### src/rtl/acc_pkg.sv
// Shared op-codes, default widths and the result-flag bundle for the signed accumulate stage.
package acc_pkg;

  localparam int unsigned DEFAULT_W     = 5;
  localparam int unsigned DEFAULT_CNT_W = 8;

  localparam logic [1:0] OP_ADD   = 2'b00;
  localparam logic [1:0] OP_SUB   = 2'b01;
  localparam logic [1:0] OP_LOAD  = 2'b10;
  localparam logic [1:0] OP_CLEAR = 2'b11;

  typedef struct packed {
    logic zero;
    logic neg;
    logic ovf;
    logic carry;
  } acc_flags_t;

  function automatic acc_flags_t make_flags(input logic zero, input logic neg,
                                            input logic ovf, input logic carry);
    acc_flags_t f;
    f.zero  = zero;
    f.neg   = neg;
    f.ovf   = ovf;
    f.carry = carry;
    return f;
  endfunction

endpackage

### src/rtl/signed_acc_stage_if.sv
// Operand-in / result-out handshake bundle of the signed accumulate stage.
interface signed_acc_stage_if #(
    parameter int unsigned W     = acc_pkg::DEFAULT_W,
    parameter int unsigned CNT_W = acc_pkg::DEFAULT_CNT_W
) ();

    logic             in_valid;
    logic             in_ready;
    logic [1:0]       op;
    logic [W-1:0]     operand;
    logic             carry_in;
    logic             out_valid;
    logic             out_ready;
    logic [W-1:0]     acc;
    logic             zero_flag;
    logic             neg_flag;
    logic             overflow_flag;
    logic             carry_flag;
    logic             sticky_ovf;
    logic [CNT_W-1:0] op_count;

    modport master (
        output in_valid, op, operand, carry_in, out_ready,
        input  in_ready, out_valid, acc, zero_flag, neg_flag, overflow_flag, carry_flag,
        input  sticky_ovf, op_count
    );

    modport slave (
        input  in_valid, op, operand, carry_in, out_ready,
        output in_ready, out_valid, acc, zero_flag, neg_flag, overflow_flag, carry_flag,
        output sticky_ovf, op_count
    );

endinterface

### src/rtl/signed_addsub_core.sv
// Combinational W-bit ripple adder/subtractor with carry-out and signed-overflow detection.
module signed_addsub_core #(
    parameter int unsigned W = acc_pkg::DEFAULT_W
) (
    input  logic [W-1:0] a,
    input  logic [W-1:0] b,
    input  logic         sub,
    input  logic         cin,
    output logic [W-1:0] r,
    output logic         c,
    output logic         ovf
);

    logic [W-1:0] b_eff;
    logic         carry;
    logic         carry_msb;

    always_comb begin
        // Subtraction is a + ~b + 1; the external carry only matters for ADD.
        b_eff     = sub ? ~b : b;
        carry     = sub ? 1'b1 : cin;
        carry_msb = 1'b0;
        r         = '0;
        for (int unsigned i = 0; i < W; i++) begin
            if (i == W - 1) carry_msb = carry;
            r[i]  = a[i] ^ b_eff[i] ^ carry;
            carry = (a[i] & b_eff[i]) | (carry & (a[i] ^ b_eff[i]));
        end
        c   = carry;
        ovf = carry_msb ^ carry;
    end

endmodule

### src/rtl/signed_acc_stage.sv
// Registered signed accumulate stage: single-entry result register with valid/ready on both sides.
module signed_acc_stage
    import acc_pkg::*;
#(
    parameter int unsigned W     = DEFAULT_W,
    parameter int unsigned CNT_W = DEFAULT_CNT_W
) (
    input logic                clk,
    input logic                rst_n,
    signed_acc_stage_if.slave  bus
);

    localparam logic StEmpty = 1'b0;
    localparam logic StFull  = 1'b1;

    logic             state_q, state_d;
    logic [W-1:0]     acc_q, acc_d;
    acc_flags_t       flags_q, flags_d;
    logic             sticky_q, sticky_d;
    logic [CNT_W-1:0] cnt_q, cnt_d;
    logic [CNT_W-1:0] cnt_inc;

    logic             accept;
    logic             in_ready;
    logic [W-1:0]     sum_r;
    logic             sum_c;
    logic             sum_ovf;

    signed_addsub_core #(
        .W (W)
    ) u_core (
        .a   (acc_q),
        .b   (bus.operand),
        .sub (bus.op == OP_SUB),
        .cin (bus.carry_in),
        .r   (sum_r),
        .c   (sum_c),
        .ovf (sum_ovf)
    );

    // Pass-through ready: a held result frees its slot in the same cycle it drains.
    assign in_ready = rst_n && ((state_q == StEmpty) || bus.out_ready);
    assign accept   = bus.in_valid && in_ready;
    assign cnt_inc  = (cnt_q == {CNT_W{1'b1}}) ? cnt_q : cnt_q + CNT_W'(1);

    always_comb begin
        state_d  = state_q;
        acc_d    = acc_q;
        flags_d  = flags_q;
        sticky_d = sticky_q;
        cnt_d    = cnt_q;
        if (accept) begin
            state_d = StFull;
            case (bus.op)
                OP_ADD, OP_SUB: begin
                    acc_d    = sum_r;
                    flags_d  = make_flags(sum_r == '0, sum_r[W-1], sum_ovf, sum_c);
                    sticky_d = sticky_q | sum_ovf;
                    cnt_d    = cnt_inc;
                end
                OP_LOAD: begin
                    acc_d   = bus.operand;
                    flags_d = make_flags(bus.operand == '0, bus.operand[W-1], 1'b0, 1'b0);
                    cnt_d   = cnt_inc;
                end
                OP_CLEAR: begin
                    acc_d    = '0;
                    flags_d  = make_flags(1'b1, 1'b0, 1'b0, 1'b0);
                    sticky_d = 1'b0;
                    cnt_d    = '0;
                end
                default: ;
            endcase
        end else if ((state_q == StFull) && bus.out_ready) begin
            state_d = StEmpty;
        end
    end

    always_ff @(posedge clk or negedge rst_n) begin
        if (!rst_n) begin
            state_q  <= StEmpty;
            acc_q    <= '0;
            flags_q  <= '0;
            sticky_q <= 1'b0;
            cnt_q    <= '0;
        end else begin
            state_q  <= state_d;
            acc_q    <= acc_d;
            flags_q  <= flags_d;
            sticky_q <= sticky_d;
            cnt_q    <= cnt_d;
        end
    end

    assign bus.in_ready      = in_ready;
    assign bus.out_valid     = (state_q == StFull);
    assign bus.acc           = acc_q;
    assign bus.zero_flag     = flags_q.zero;
    assign bus.neg_flag      = flags_q.neg;
    assign bus.overflow_flag = flags_q.ovf;
    assign bus.carry_flag    = flags_q.carry;
    assign bus.sticky_ovf    = sticky_q;
    assign bus.op_count      = cnt_q;

endmodule
### src/flat_wrapper.sv
// flat-port wrapper written by rule: the top's interface ports become plain ports
module signed_acc_stage_flat import acc_pkg::*;
#(
    parameter int unsigned W     = DEFAULT_W,
    parameter int unsigned CNT_W = DEFAULT_CNT_W
)
  (clk, rst_n, bus_in_valid, bus_op, bus_operand, bus_carry_in, bus_out_ready, bus_in_ready, bus_out_valid, bus_acc, bus_zero_flag, bus_neg_flag, bus_overflow_flag, bus_carry_flag, bus_sticky_ovf, bus_op_count);
  signed_acc_stage_if #(.W(W), .CNT_W(CNT_W)) bus_i ();
  input logic clk;
  input logic rst_n;
  input wire logic [$bits(bus_i.in_valid)-1:0] bus_in_valid;
  input wire logic [$bits(bus_i.op)-1:0] bus_op;
  input wire logic [$bits(bus_i.operand)-1:0] bus_operand;
  input wire logic [$bits(bus_i.carry_in)-1:0] bus_carry_in;
  input wire logic [$bits(bus_i.out_ready)-1:0] bus_out_ready;
  output wire logic [$bits(bus_i.in_ready)-1:0] bus_in_ready;
  output wire logic [$bits(bus_i.out_valid)-1:0] bus_out_valid;
  output wire logic [$bits(bus_i.acc)-1:0] bus_acc;
  output wire logic [$bits(bus_i.zero_flag)-1:0] bus_zero_flag;
  output wire logic [$bits(bus_i.neg_flag)-1:0] bus_neg_flag;
  output wire logic [$bits(bus_i.overflow_flag)-1:0] bus_overflow_flag;
  output wire logic [$bits(bus_i.carry_flag)-1:0] bus_carry_flag;
  output wire logic [$bits(bus_i.sticky_ovf)-1:0] bus_sticky_ovf;
  output wire logic [$bits(bus_i.op_count)-1:0] bus_op_count;
  assign bus_i.in_valid = bus_in_valid;
  assign bus_i.op = bus_op;
  assign bus_i.operand = bus_operand;
  assign bus_i.carry_in = bus_carry_in;
  assign bus_i.out_ready = bus_out_ready;
  assign bus_in_ready = bus_i.in_ready;
  assign bus_out_valid = bus_i.out_valid;
  assign bus_acc = bus_i.acc;
  assign bus_zero_flag = bus_i.zero_flag;
  assign bus_neg_flag = bus_i.neg_flag;
  assign bus_overflow_flag = bus_i.overflow_flag;
  assign bus_carry_flag = bus_i.carry_flag;
  assign bus_sticky_ovf = bus_i.sticky_ovf;
  assign bus_op_count = bus_i.op_count;
  signed_acc_stage #(.W(W), .CNT_W(CNT_W)) u_core (.clk(clk), .rst_n(rst_n), .bus(bus_i));
endmodule
### config.mk
export PLATFORM = sky130hd
export DESIGN_NAME = signed_acc_stage_flat
export DESIGN_NICKNAME = d
export VERILOG_FILES = /design/src/rtl/acc_pkg.sv /design/src/rtl/signed_acc_stage_if.sv /design/src/rtl/signed_addsub_core.sv /design/src/rtl/signed_acc_stage.sv /design/src/flat_wrapper.sv
export SDC_FILE = /design/constraint.sdc
export NUM_CORES = 1
export LEC_CHECK = 0
export ABC_CLOCK_PERIOD_IN_PS = 2600
export CAP_MARGIN = 20
export CORE_MARGIN = 2
export CORE_UTILIZATION = 40
export DETAILED_ROUTE_END_ITERATION = 10
export DONT_BUFFER_PORTS = 1
export HOLD_SLACK_MARGIN = 0.1
export PLACE_DENSITY = 0.55
export SLEW_MARGIN = 20
export SYNTH_ARGS = -nofsm -noshare
export SYNTH_HDL_FRONTEND = slang
export SYNTH_SLANG_ARGS = --single-unit
### constraint.sdc
create_clock -name clk -period 2.6 [get_ports clk]
set_clock_uncertainty 0.05 [all_clocks]
set_input_delay 0.78 -clock clk [delete_from_list [all_inputs] [get_ports clk]]
set_output_delay 0.78 -clock clk [all_outputs]
set_load 0.02 [all_outputs]
==> results.py <==
metrics = {
    "die": {
        "dieArea_um2": 3260,
        "die_x_um": 57.1,
        "fp-row-count": 19,
        "io-pin-count": 32,
        "fp.dieH_um": 57.1,
        "coreArea_um2": 2710,
        "initial_utilization_pct": 41.6,
    },
    "layout": {
        "drive_gt1_share_pct": 18.6,
        "regArea_um2": 450,
        "multi_input_area_um2": 654,
        "final_nets": 149,
        "n_antenna_cell": 0,
        "fill_cells": 273,
        "fin_util_pct": 46.9,
        "syn2layout_area_growth_pct": 12.5,
        "stdcell_count": 160,
    },
    "yosys": {
        "avgSynthCellArea_um2": 9.18,
        "synthFlopType": "dfrtp_1",
        "ys_warn_count": 0,
        "netlist_top_cells_count": "dfrtp_1, nand2_1, nor2_1",
        "netlist_instances": 123,
        "ys_ff_latch": 18,
        "ys_seq_area_share_pct": 39.9,
        "synth_most_common_cell": "dfrtp_1",
        "syn_area_um2": 1130,
        "netlist.area_leader.share_pct": 39.9,
        "async_flop_share_pct": 100,
        "synth_area_leaders": "dfrtp_1, fa_1, nand2_1",
        "syn_nets": 141,
        "synthDistinctLibCells": 38,
        "synth_edf_count": 0,
        "yosysTopAreaCell": "dfrtp_1",
    },
    "sta": {
        "setup_ws_ns": -0.465,
        "setup_viol": 6,
        "relSlewSlack_pct": 44.8,
        "fin_crit_sh_pct": 118,
        "drv_slew": 0,
        "hold_viol": 0,
        "tightest_slew_ns": 0.826,
        "fmax_mhz": 326,
        "fin_tns_setup_ns": -1.68,
        "rsz0062_at_grt": "true",
        "fin_hold_ws_ns": 0.574,
        "fin_crit_ns": 3.07,
    },
    "routing": {
        "drc": 0,
        "ant_nets": 0,
        "drt-total-wl_um": 2580,
        "wire_per_inst_um": 16.1,
        "vias": 916,
        "drt-pass1-iter-count": 4,
        "viasPerCell": 5.73,
        "drt-initial-drc-count": 22,
    },
    "clocking": {
        "cts_root_buffer": "clkbuf_4",
        "clk_pin_slew_ns": 0.09,
        "clock_sinks": 18,
        "cts_buffers": 3,
        "cts_max_level": 1,
        "tritoncts": "yes",
        "clockBufferDepth": 2,
        "clk_latency_ns": 0.28,
    },
    "setup_path": {
        "slowest_delay_ns": 0.44,
        "worst_setup_path_end_kind": "flop",
        "crit_top_cell": "fa_2",
        "cp_top_family": "adder cells",
        "cp_cell_sequence": "nor2b_4 -> xnor2_2 -> fa_2 -> inv_2 -> fa_1 -> inv_1 -> fa_2 -> fa_2 -> inv_2 -> fa_2 -> nor2_1 -> nand4_1 -> a31oi_1",
        "cp_data_required_time_ns": 2.76,
        "crit_buf_inv": 3,
        "path_max_fanout": 6,
        "arrival_ns": 3.22,
        "startpoint_type": "input port",
        "critPathKind": "in2reg",
        "r2r_slack_ns": -0.16,
        "crit_slowest_cell": "fa_2",
    },
    "grt": {
        "grt_first_pass_wirelength_um": 4410,
        "overflow": 0,
        "antenna_found_initial": 0,
        "grt_max_degree": 22,
        "first_global_vias": 964,
        "track_usage_pct": 17.3,
    },
    "power": {
        "power.density_nw_per_um2": 810,
        "p_sw_share_pct": 42.5,
        "clock_power_share_pct": 13.0,
        "seqPwrFrac_pct": 51.2,
        "pwr-share-comb_pct": 35.8,
        "p_sw_mw": 0.438,
        "leakage_nw": 0.548,
        "max-vdd-ir-drop_uv": 414,
        "internal_power_mw": 0.591,
    },
    "run": {
        "drv_cap": 0,
    },
    "status": {
        "status": "finished with violations",
        "violations": "negative setup slack",
    },
    "placement": {
        "post-place-ws_ns": -0.929,
        "place_congestion": 0.921,
        "port-buffer-count": 0,
        "post-dp-hpwl_um": 1940,
        "dp_cells": 154,
    },
    "min_path": {
        "hp-class": "reg2reg",
    },
}
==> cells by family (layout without fill, tap and decap cells) <==
kind of cell	Yosys count	count (layout)	synth area share [%]
AO/OA/AOI/OAI	27	27	15.6
XOR/XNOR	6	6	4.66
adder cells (fa/ha/maj)	6	6	9.98
buffers and inverters	15	21	5.32
flip-flops	18	18	39.9
multiplexers	2	2	1.88
AND/OR/NAND/NOR	49	49	22.6
==> registers in the layout, indices dropped and copies added, names as in the netlist <==
register                  flops
u_core.bus.acc                5
u_core.bus.carry_flag         1
u_core.bus.op_count           8
u_core.bus.out_valid          1
u_core.bus.overflow_flag      1
u_core.bus.sticky_ovf         1
u_core.bus.zero_flag          1
==> tightest hold or removal path: stages (launching register included) <==
cell and delay (ns):
dfrtp_1 0.36, inv_1 0.08, o21ai_0 0.15
==> area by class of cell <==
class,instances,share of cell area [%]
Clock buffer,3,1.77
Inverter,9,2.66
Multi-Input combinational cell,90,51.5
Sequential cell,18,35.5
Tap cell,31,3.05
Timing Repair Buffer,9,5.52
==> final timing paths <==
path                                           to               from  cells past startpoint
max in group asynchronous  u_core.bus.op_count[1]              rst_n                      1
min                             u_core.bus.acc[2]  u_core.bus.acc[2]                      2
max reg2reg                  u_core.bus.zero_flag  u_core.bus.acc[0]                     12
max                          u_core.bus.zero_flag          bus_op[0]                     13
min reg2reg                     u_core.bus.acc[2]  u_core.bus.acc[2]                      2
min in group asynchronous       u_core.bus.acc[1]              rst_n                      1
==> layout by cell type, fill, tap and decap left out, types with 2 or more instances in the layout <==
master | Yosys | layout
inv_1 | 9 | 7
and4_1 | 2 | 2
nor2b_4 | 1 | 2
nand2b_1 | 2 | 2
o21ai_0 | 4 | 4
a2bb2oi_1 | 3 | 3
buf_4 | 1 | 8
inv_2 | 0 | 2
xor2_1 | 3 | 3
nand3_1 | 4 | 4
o31ai_1 | 2 | 2
nor2_1 | 13 | 13
xnor2_1 | 3 | 2
nand2_1 | 13 | 13
dfrtp_1 | 18 | 18
a31oi_1 | 2 | 2
nand4_1 | 2 | 2
o21ai_1 | 2 | 2
clkbuf_4 | 0 | 3
or3_1 | 3 | 3
fa_2 | 0 | 4
a21oi_1 | 7 | 7
and2_1 | 2 | 2
==> stage by stage <==
| stage | instance area (um^2) | power [mW] |
|---|---|---|
| floorplan | 1160 | 0.783 |
| global placement | 1210 | 0.870 |
| detailed placement | 1210 | 0.873 |
| CTS | 1260 | 1.04 |
| global route | 1270 | 1.13 |
| finish | 1270 | 1.03 |
==> layer usage <==
layer / up-vias / track usage, % / part of all wire, %
met2: 21 / 29.6 / 49
met5: - / 0 / 0
met3: 2 / 4.76 / 7.3
met4: 0 / 6.98 / 0.85
met1: 452 / 20.7 / 42
li1: 441 / - / -
==> repair_timing <==
item / 4_1_cts / 5_1_grt
hold buffers: 0 / 1
setup endpoints to repair: 6 / 6
pin swaps: 3 / 0
resized for setup: 5 / 0
setup buffers: 2 / 0
hold endpoints to repair: 0 / 18
==> power by group through the flow <==
stage	Combinational, mW	Sequential [mW]	Clock [mW]
6_report	0.368	0.527	0.134
5_1_grt	0.423	0.547	0.158
4_1_cts	0.363	0.530	0.144
3_5_place_dp	0.338	0.536	0
3_3_place_gp	0.334	0.536	0
2_1_floorplan	0.259	0.525	0
Note: power is estimated with default switching activity, not from simulation.
